$ cat src/rtl/rggen_rtl_type_pkg.sv
// rtl/rggen_rtl_type_pkg.sv - shared rggen types for lock/enable control
package rggen_rtl_type_pkg;

   typedef enum logic {
      RGGEN_LOCK_MODE,
      RGGEN_ENABLE_MODE
   } rggen_rwle_mode;

   typedef enum logic [1:0] {
      LOCKED   = 2'd0,
      KEY0_OK  = 2'd1,
      UNLOCKED = 2'd2,
      FROZEN   = 2'd3
   } rggen_lock_state_e;

   // Width of the fail counter; a disabled limit (0) still needs one bit.
   function automatic int lock_fail_count_width(int max_fail);
      return (max_fail > 0) ? $clog2(max_fail + 1) : 1;
   endfunction

endpackage

$ cat src/rtl/rggen_lock_timer.sv
// rtl/rggen_lock_timer.sv - dwell timer closing open lock windows after TIMEOUT cycles
module rggen_lock_timer #(
   parameter int TIMEOUT = 1024
) (
   input  logic clk,
   input  logic rst_n,
   input  logic i_restart,
   input  logic i_run,
   output logic o_expired
);

   localparam int CNT_W = $clog2(TIMEOUT);
   localparam logic [CNT_W-1:0] LAST = CNT_W'(TIMEOUT - 1);

   logic [CNT_W-1:0] count;

   always_ff @(posedge clk or negedge rst_n) begin
      if (!rst_n) begin
         count <= '0;
      end else if (i_restart || !i_run) begin
         count <= '0;
      end else if (count != LAST) begin
         count <= count + CNT_W'(1);
      end
   end

   // Count holds the number of completed cycles in the state; the last one closes it.
   assign o_expired = i_run && (count == LAST);

endmodule

$ cat src/rtl/rggen_lock_key_sequencer.sv
// rtl/rggen_lock_key_sequencer.sv - two-key lock/enable sequencer; RGGEN_LOCK_TIMEOUT_EN adds window timeout
module rggen_lock_key_sequencer
   import rggen_rtl_type_pkg::*;
#(
   parameter int                   KEY_WIDTH = 32,
   parameter logic [KEY_WIDTH-1:0] KEY0      = 32'h0000_A5A5,
   parameter logic [KEY_WIDTH-1:0] KEY1      = 32'h0000_5A5A,
   parameter int                   MAX_FAIL  = 3,
   parameter int                   TIMEOUT   = 1024
) (
   input  logic                                      clk,
   input  logic                                      rst_n,
   input  logic                                      i_key_write,
   input  logic [KEY_WIDTH-1:0]                      i_key_data,
   input  logic [KEY_WIDTH-1:0]                      i_key_mask,
   output logic                                      o_lock,
   output logic                                      o_enable,
   output logic                                      o_frozen,
   output logic [lock_fail_count_width(MAX_FAIL)-1:0] o_fail_count,
   output logic [1:0]                                o_state
);

   localparam int FAIL_W = lock_fail_count_width(MAX_FAIL);
   localparam logic [FAIL_W-1:0] FAIL_SAT = FAIL_W'(MAX_FAIL);

   rggen_lock_state_e state;
   rggen_lock_state_e nxt_state;
   logic [FAIL_W-1:0] nxt_fail;
   logic [FAIL_W-1:0] fail_inc;
   logic              fail_evt;
   logic              valid_write;
   logic              is_key0;
   logic              is_key1;
   logic              expired;

   assign valid_write = i_key_write && (i_key_mask == '1);
   assign is_key0     = valid_write && (i_key_data == KEY0);
   assign is_key1     = valid_write && (i_key_data == KEY1);
   assign fail_inc    = (o_fail_count == FAIL_SAT) ? o_fail_count : o_fail_count + FAIL_W'(1);

`ifdef RGGEN_LOCK_TIMEOUT_EN
   rggen_lock_timer #(
      .TIMEOUT (TIMEOUT)
   ) u_timer (
      .clk       (clk),
      .rst_n     (rst_n),
      .i_restart (i_key_write && (state != FROZEN)),
      .i_run     ((state == KEY0_OK) || (state == UNLOCKED)),
      .o_expired (expired)
   );
`else
   logic unused_timeout;
   assign unused_timeout = (TIMEOUT < 2);
   assign expired        = 1'b0;
`endif

   always_comb begin
      nxt_state = state;
      nxt_fail  = o_fail_count;
      fail_evt  = 1'b0;
      case (state)
         LOCKED: begin
            if (is_key0)          nxt_state = KEY0_OK;
            else if (i_key_write) fail_evt  = 1'b1;
         end
         KEY0_OK: begin
            // KEY1 is checked first so identical keys take the unlock path.
            if (is_key1) begin
               nxt_state = UNLOCKED;
               nxt_fail  = '0;
            end else if (is_key0) begin
               nxt_state = KEY0_OK;
            end else if (i_key_write) begin
               fail_evt  = 1'b1;
            end else if (expired) begin
               nxt_state = LOCKED;
            end
         end
         UNLOCKED: begin
            if (i_key_write || expired) nxt_state = LOCKED;
         end
         default: nxt_state = FROZEN;
      endcase
      if (fail_evt) begin
         nxt_fail  = fail_inc;
         nxt_state = ((MAX_FAIL != 0) && (fail_inc == FAIL_SAT)) ? FROZEN : LOCKED;
      end
   end

   always_ff @(posedge clk or negedge rst_n) begin
      if (!rst_n) begin
         state        <= LOCKED;
         o_lock       <= 1'b1;
         o_enable     <= 1'b0;
         o_frozen     <= 1'b0;
         o_fail_count <= '0;
      end else begin
         state        <= nxt_state;
         o_lock       <= (nxt_state != UNLOCKED);
         o_enable     <= (nxt_state == UNLOCKED);
         o_frozen     <= (nxt_state == FROZEN);
         o_fail_count <= nxt_fail;
      end
   end

   assign o_state = state;

endmodule

$ cat config.mk
export PLATFORM = sky130hd
export DESIGN_NAME = rggen_lock_key_sequencer
export DESIGN_NICKNAME = d
export VERILOG_FILES = /design/src/rtl/rggen_rtl_type_pkg.sv /design/src/rtl/rggen_lock_timer.sv /design/src/rtl/rggen_lock_key_sequencer.sv
export SDC_FILE = /design/constraint.sdc
export NUM_CORES = 1
export LEC_CHECK = 0
export CAP_MARGIN = 15
export CORE_MARGIN = 2
export CORE_UTILIZATION = 27
export CTS_BUF_LIST = sky130_fd_sc_hd__clkbuf_16
export CTS_CLUSTER_SIZE = 16
export DETAILED_ROUTE_END_ITERATION = 8
export GPL_TIMING_DRIVEN = 0
export PLACE_DENSITY = 0.94
export SYNTH_ARGS = -nofsm -noshare
export SYNTH_HDL_FRONTEND = slang
export SYNTH_SLANG_ARGS = --single-unit
$ cat constraint.sdc
create_clock -name clk -period 1.9 [get_ports clk]
set_input_delay 0.38 -clock clk [delete_from_list [all_inputs] [get_ports clk]]
set_output_delay 0.38 -clock clk [all_outputs]
set_load 0.1 [all_outputs]
* After elaboration in Yosys (flattened, before gate mapping) *
Index checks and enable logic that the tools add are counted.

word-level totals
  register bits after elaboration = 7
  latch bits = 0
  bits in writable memories = 0
  ROM bits = 0
  input bits = 67
  output and inout port bits = 7
  logic and storage cells = 37
  memories = 0

operators by class
  add/subtract/negate cells = 1
  multipliers = 0
  div/mod/pow operators = 0
  $lt $le $gt $ge = 0
  equal/unequal tests = 10
  shift-type cells = 0
  muxes and demuxes = 14
  bitwise gates (word level) = 0
  reductions and logical operators = 7

operators by type and width
  kind                  count
  $eq 32x15->1 const B  1
  $eq 32x16->1 const B  1
  $eq 32x32->1 const B  1
  $mux 2                9
  $eq 2x2->1 const B    5
  $pmux 2 s3            1
  $reduce_bool 2->1     2
  $logic_and 1x1->1     3
  $mux 1                3
  $add 2x1->2 const B   1
  $eq 2x1->1 const B    1
  $logic_not 2->1       1
  $ne 2x2->1 const B    1
  $pmux 1 s2            1
  $reduce_and 2->1      1

* Logic depth before layout (Yosys ltp) *
Gate-level depths: netlist of run 1.

  depth in word-level cells = 8
  gate-level depth with buffers = 5
  depth with buffers taken out = 5

* Worst setup path before layout of run 1 *
Ideal clock, no wire load.

  kind = flip-flop to flip-flop
  from = reg state[0] (netlist: o_state[0])
  to = reg o_fail_count[1]
  setup time = 0.128 ns
  arrival time = 1.760 ns
  data required time = 1.772 ns
  setup slack = 0.012 ns
  cell stages (with the launch flop) = 5
  buffers on the path = 0
  clock period less this slack = 1.888 ns
  path through = dfrtp_1 -> nand4_1 -> or3_1 -> o22ai_1 -> a21oi_1

between the ends
  cells in the longest elaborated chain, start to end = 4
  elaborated cells on any way between the ends = 7
  classes of those cells = eq/ne: 1; mux: 2; reduce/logical: 4

ends and longest elaborated chain
  element                                               line                             text
  from (decl)                                           rggen_lock_key_sequencer.sv:26   rggen_lock_state_e state;
  from (signal assigned)                                rggen_lock_key_sequencer.sv:98   state <= nxt_state;
  $eq 2x1->1 / $logic_not 2->1 (equally long branches)  rggen_lock_key_sequencer.sv:61   case (state)
  $pmux 1 s2                                            rggen_lock_key_sequencer.sv:61
  $reduce_bool 2->1 (no source line)                    -
  $reduce_and 2->1 (no source line)                     -
  to (signal assigned)                                  rggen_lock_key_sequencer.sv:102  o_fail_count <= nxt_fail;
  to (decl)                                             rggen_lock_key_sequencer.sv:19   output logic [lock_fail_count_width(MAX_FAIL)-1:0] o_fail_count,

Several ways; a longest one is shown, not always the timed one.
A chain may end at the register's enable or synchronous reset.

* Worst setup path after layout of run 1 *
  from = in i_key_mask[0]
  to = reg o_frozen

between the ends
  cells in the longest elaborated chain, start to end = 8
  elaborated cells on any way between the ends = 12
  classes of those cells = eq/ne: 2; mux: 7; reduce/logical: 3

ends and longest elaborated chain
  element                                          line                             text
  from (decl)                                      rggen_lock_key_sequencer.sv:15   input logic [KEY_WIDTH-1:0] i_key_mask,
  $eq 32x32->1 *                                   rggen_lock_key_sequencer.sv:36   assign valid_write = i_key_write && (i_key_mask == '1);
  $logic_and 1x1->1 *                              rggen_lock_key_sequencer.sv:36
  $logic_and 1x1->1                                rggen_lock_key_sequencer.sv:37   assign is_key0 = valid_write && (i_key_data == KEY0);
  $mux 2 / $mux 1 (equally long branches)          rggen_lock_key_sequencer.sv:71   end else if (is_key0) begin
  $mux 2 / $mux 1 (equally long branches)          rggen_lock_key_sequencer.sv:68   if (is_key1) begin
  $pmux 2 s3 / $pmux 1 s2 (equally long branches)  rggen_lock_key_sequencer.sv:61
  $mux 2 *                                         rggen_lock_key_sequencer.sv:84   if (fail_evt) begin
  $eq 2x2->1 *                                     rggen_lock_key_sequencer.sv:101  o_frozen <= (nxt_state == FROZEN);
  to (signal assigned)                             rggen_lock_key_sequencer.sv:101
  to (decl)                                        rggen_lock_key_sequencer.sv:18   output logic o_frozen,

Mark *: on every way between the ends. The rest lies on a longest branch, timed or not.

==> results.yml, run 1 <==
sta:
  worst_pin_slew_ns: 0.956
  max-slew-margin-rel_pct: 36.5
  final-setup-viol-count: 0
  post-route-min-period_ns: 1.88
  hold_viol: 0
  fin_ws_ns: 0.0201
  timing.fmax_ghz: 0.532
  hold_slack_ns: 0.401
  finClkSkew_ns: 0.000487
  period_share_pct: 98.9
  maxSlewViolCount: 0
clock_network:
  clkLatencyLatePin_ns: 0.23
  htreeDepth: 1
  cts_buffers: 3
  cts_tree: "yes"
  clk_path_buf_depth: 2
  cts.sinks: 7
  cts.clk_slew.worst_paths_ns: 0.03
  root_buffer: "clkbuf_16"
  postCtsHoldBufs: 0
status:
  status: "finished clean"
synth:
  synthArstFlopShare_pct: 100
  synth_top_cell_by_area: "dfrtp_1"
  synth_area_um2: 574
  syn-num-nets: 130
  synth_commonest_cells: "nand4_1, dfrtp_1, nor4bb_1"
  syn_inst: 63
  synth_most_common_cell: "nand4_1"
  synth_warnings: 0
  synth-seq-cells: 7
  post_synth.cell_area_avg_um2: 9.12
  synth_area_leaders: "dfrtp_1, nor4bb_1, nand4_1"
  synth_top_flop_cell: "dfrtp_1"
  synth_top_area_share_pct: 26.1
  ys_types: 30
  synth-seq-area-share_pct: 30.7
  synth-edff-count: 0
power:
  irDropWorstVdd_mv: 0.647
  power_mw: 1.01
  p_leak_nw: 0.625
  power_density_mw_per_mm2: 680
worst_setup_path:
  cp_data_arrival_time_ns: 1.99
  cp_max_fo: 4
  path_class: "input pin to register"
  cpMaxStageDelayCell: "or4b_4"
  cp-start-kind: "input pin"
  crit_required_ns: 2.01
  reg2reg_slack_ns: 0.50
  crit_chain: "dlygate4sd2_1 > or4b_4 > nor4_4 > and4_4 > o21ai_2 > a32o_1"
  critPathMaxStageDelay_ns: 0.47
  worst_setup_path_end_kind: "register"
worst_hold_path:
  min_path_type: "input pin to async pin"
drt:
  via_per_inst: 5.17
  wl_per_cell_um: 15.2
  ant_nets: 0
  drt-initial-drc-count: 12
  drt-total-wl_um: 2540
  first_pass_iters: 4
  num_vias: 863
  drc: 0
global_route:
  grt_first_pass_wirelength_um: 3800
  grt-ovfl-total: 0
  grt_max_degree: 10
  grt_usage_pct: 20.6
  grt_pass1_vias: 913
  grt_antenna_before_repair: 0
die:
  core_mm2: 0.00198
  ios: 74
  die_x_um: 50.1
  die_height_um: 50.1
  rows: 16
  start_util_pct: 29.0
  dieArea_mm2: 0.00251
cells_and_area:
  area_growth_pct: 158
  fin_nets: 208
  num_antenna_cells: 0
  design_area_mm2: 0.00148
  final_util_pct: 74.7
  drive_above_1_share_pct: 22.1
  n_fill_cell: 130
placed_design:
  place_hpwl_um: 2110
  pre_cts_slack_ns: -0.493
  dpl_cell_area_mm2: 0.00134
  gp_congestion: 0.698
  port_buffers: 73
run:
  drv_cap: 0
-- registers in the layout (all words and copies together), names as in the netlist --
register	count
o_state	2
o_enable	1
o_frozen	1
o_lock	1
o_fail_count	2
-- kinds of logic after synthesis --
family,Yosys count,share of synthesized area [%]
AND/OR/NAND/NOR,39,51.9
buffers and inverters,2,1.31
flip-flops,7,30.7
AO/OA/AOI/OAI,15,16.1
-- layout by cell type, fill, tap and decap left out, types with 2 or more instances in the layout --
cell | netlist | routed
clkdlybuf4s15_2 | 0 | 4
dlygate4sd2_1 | 0 | 6
or4b_4 | 2 | 2
nand2_1 | 3 | 2
clkdlybuf4s15_1 | 0 | 2
inv_1 | 2 | 3
clkbuf_16 | 0 | 3
dfrtp_1 | 6 | 6
dlymetal6s2s_1 | 0 | 6
clkbuf_2 | 0 | 4
nor4bb_4 | 0 | 2
o21ai_0 | 5 | 4
a21oi_1 | 4 | 3
nor4bb_1 | 6 | 4
nor2_1 | 4 | 4
clkdlybuf4s50_1 | 0 | 48
buf_2 | 0 | 3
nand4_1 | 8 | 8
-- worst max-delay path: cells and delay by family --
kind | cells | cell delay [ns]
AND/OR/NAND/NOR | 3 | 1.10
AO/OA/AOI/OAI | 2 | 0.32
buffers and inverters | 1 | 0.18
-- through the flow --
stage               std cells  TNS [ns]
floorplan                  63         0
global placement          163     -2.75
detailed placement        163     -3.15
CTS                       167         0
global route              167   -0.0832
finish                    167         0
-- power breakdown --
group	leakage, nW	total, mW	internal, mW	switching [mW]
combinational	0.513	0.451	0.179	0.272
clock	0.0423	0.350	0.273	0.0768
sequential	0.0697	0.205	0.177	0.0283
-- cell type report --
| cell class | count | area [µm²] | share of cell area [%] |
|---|---|---|---|
| clock inverters | 1 | 3.75 | 0.254 |
| clock buffers | 3 | 75.1 | 5.07 |
| multi-input cells | 54 | 475 | 32.1 |
| repair buffers | 73 | 708 | 47.8 |
| inverters | 2 | 7.51 | 0.507 |
| well taps | 27 | 33.8 | 2.28 |
| flip-flops and latches | 7 | 176 | 11.9 |
-- layer usage --
layer  share of wire, %  wire length [µm]  GRT usage (%)  up-vias
li1                   -                 -              -      418
met1                 33               832           18.6      373
met2                 56              1430           40.1       62
met3                7.5               192           4.24       10
met4                3.3                85           13.0        0
met5                  0                 0              0        -
-- repair_timing --
item	4_1_cts	5_1_grt
gates resized for setup	43	23
setup buffers	0	0
pin swaps	7	11
endpoints found under the setup margin	13	5
-- final timing paths --
path                                  from              end  depth (start not counted)
max                          i_key_mask[0]         o_frozen                          6
min                                  rst_n       o_state[1]                          1
max reg2reg                     o_state[0]  o_fail_count[1]                          4
min reg2reg                o_fail_count[0]  o_fail_count[0]                          1
max in group asynchronous            rst_n           o_lock                          1
min in group clk           o_fail_count[0]  o_fail_count[0]                          1
No activity file was read; power rests on OpenSTA's default activity.
==> run 2: changes to the inputs <==
--- a/config.mk
+++ b/config.mk
@@ -9,10 +9,10 @@
 export CORE_MARGIN = 2
 export CORE_UTILIZATION = 27
 export CTS_BUF_LIST = sky130_fd_sc_hd__clkbuf_16
-export CTS_CLUSTER_SIZE = 16
+export CTS_CLUSTER_SIZE = 24
 export DETAILED_ROUTE_END_ITERATION = 8
 export GPL_TIMING_DRIVEN = 0
-export PLACE_DENSITY = 0.94
+export PLACE_DENSITY_LB_ADDON = 0.25
 export SYNTH_ARGS = -nofsm -noshare
 export SYNTH_HDL_FRONTEND = slang
 export SYNTH_SLANG_ARGS = --single-unit
==> run 2 against run 1 <==
Worst hold slack better by 0.0038 ns. Maximum frequency is 0.89% higher. Cell area is 2.7% higher. Critical path type is now register to output pin. Largest cell class unchanged. Largest power group unchanged.
==> results.yml, run 2 (same netlist as run 1, synthesis figures left out) <==
status:
  status: "finished clean"
clock_network:
  cts.sinks: 7
  htreeDepth: 1
  root_buffer: "clkbuf_16"
  clk_path_buf_depth: 2
  cts_tree: "yes"
  cts_buffers: 3
  clkLatencyLatePin_ns: 0.23
  cts.clk_slew.worst_paths_ns: 0.03
  postCtsHoldBufs: 0
sta:
  worst_pin_slew_ns: 0.955
  maxSlewViolCount: 0
  hold_viol: 0
  fin_ws_ns: 0.0366
  tns_ns: 0
  final-setup-viol-count: 0
  timing.fmax_ghz: 0.537
  period_share_pct: 98.1
  finClkSkew_ns: 0.000170
  max-slew-margin-rel_pct: 36.6
  post-route-min-period_ns: 1.86
die:
  rows: 16
  die_x_um: 50.1
  start_util_pct: 29.0
  die_height_um: 50.1
  ios: 74
  dieArea_mm2: 0.00251
  core_mm2: 0.00198
power:
  pwr-share-seq_pct: 20.6
  comb_power_share_pct: 44.5
  power_switching_mw: 0.373
  switching_share_pct: 37.2
  pwr-share-clk_pct: 34.9
  p_leak_nw: 0.636
  irDropWorstVdd_mv: 0.714
  power_mw: 1.00
  p_int_mw: 0.630
  power_density_mw_per_mm2: 660
global_route:
  grt_first_pass_wirelength_um: 3420
  grt_max_degree: 10
  grt_antenna_before_repair: 0
  grt_pass1_vias: 877
  grt_usage_pct: 17.8
  grt-ovfl-total: 0
run:
  drv_cap: 0
worst_setup_path:
  path_delay_family: "buffers and inverters"
  crit_required_ns: 1.52
  reg2reg_slack_ns: 0.43
  path_class: "register to output pin"
  cp_data_arrival_time_ns: 1.48
  critPathMaxStageDelay_ns: 0.87
  rr_worst_depth: 5
  timing.rr.end: "o_fail_count[0]"
  worst_setup_path_end_kind: "output pin"
  cpMaxStageDelayCell: "dlygate4sd2_1"
  crit_chain: "dlygate4sd2_1"
  cp_max_fo: 4
  cp.buffers_inverters: 1
  timing.rr.start: "o_state[0]"
  cp-start-kind: "register"
placed_design:
  port_buffers: 73
  place_hpwl_um: 1860
  dpl_cell_area_mm2: 0.00134
  dp.cells: 163
  gp_congestion: 0.835
  pre_cts_slack_ns: -0.489
cells_and_area:
  drive_above_1_share_pct: 21.7
  instances_no_fill: 170
  final_common_cell: "clkdlybuf4s50_1"
  layout_common_cells: "clkdlybuf4s50_1, nand4_1, dlygate4sd2_1, dlymetal6s2s_1, dfrtp_1"
  fin_nets: 211
  num_antenna_cells: 0
  area_growth_pct: 165
  design_area_mm2: 0.00152
drt:
  ant_nets: 0
  drt-initial-drc-count: 8
  first_pass_iters: 4
  via_per_inst: 4.93
  wl_per_cell_um: 13.3
  num_vias: 838
  drt-total-wl_um: 2260
  drc: 0
worst_hold_path:
  min_path_type: "input pin to async pin"
run 2: worst max-delay path by stage:
stage,cells past startpoint,start,endpoint
finish,1,o_fail_count[0],o_fail_count[0]
global route,6,i_key_data[3],o_state[0]
CTS,6,i_key_data[28],o_fail_count[0]
detailed placement,6,i_key_data[27],o_fail_count[0]
global placement,6,i_key_data[27],o_fail_count[0]
floorplan,4,o_state[0],o_fail_count[1]
run 2: metrics by stage:
stage / util [%] / hold WS [ns]
after global routing: 76.7 / 0.428
after global placement: 67.6 / 0.580
after CTS: 73.2 / 0.415
after floorplan: - / 0.0844
final: 76.7 / 0.405
after detailed placement: 67.6 / 0.601
run 2: layout make-up:
class,instances,area [µm²]
repair buffers,76,753
inverters,2,7.51
clock inverters,1,3.75
well taps,27,33.8
clock buffers,3,75.1
flip-flops and latches,7,176
multi-input cells,54,470
fillers,141,462
run 2: per-layer routing:
layer | global-route usage (%) | vias up | part of all wire, %
li1 | - | 419 | -
met1 | 18.0 | 374 | 37
met2 | 34.0 | 39 | 54
met3 | 3.94 | 6 | 7.0
met4 | 7.87 | 0 | 2.3
met5 | 0 | - | 0
run 2: timing repair:
action	in CTS	in global routing
cloned	0	0
pin swaps	7	14
resized for setup	38	21
buffers inserted	1	2
endpoints found under the setup margin	14	6
run 2: worst reg2reg max path, delay by kind of cell (launching register included):
family	cells	cell delay, ns
and+or+nand+nor	3	0.49
DFF	1	0.43
AOI/OAI and AO/OA	1	0.26
buffers and inverters	1	0.17
run 2: power groups by stage:
stage / sequential [mW] / clock (mW) / combinational [mW]
final: 0.206 / 0.350 / 0.447
after global routing: 0.211 / 0.363 / 0.467
after CTS: 0.205 / 0.353 / 0.443
after detailed placement: 0.207 / 0 / 0.458
after global placement: 0.205 / 0 / 0.454
after floorplan: 0.395 / 0 / 0.0612
==> run 3: changes to the inputs <==
--- a/config.mk
+++ b/config.mk
@@ -13,6 +13,7 @@
 export DETAILED_ROUTE_END_ITERATION = 8
 export GPL_TIMING_DRIVEN = 0
 export PLACE_DENSITY_LB_ADDON = 0.25
+export REMOVE_ABC_BUFFERS = 1
 export SYNTH_ARGS = -nofsm -noshare
 export SYNTH_HDL_FRONTEND = slang
 export SYNTH_SLANG_ARGS = --single-unit
==> results of run 3 <==
The final DEF is identical to that of run 2; final timing and power are the same.
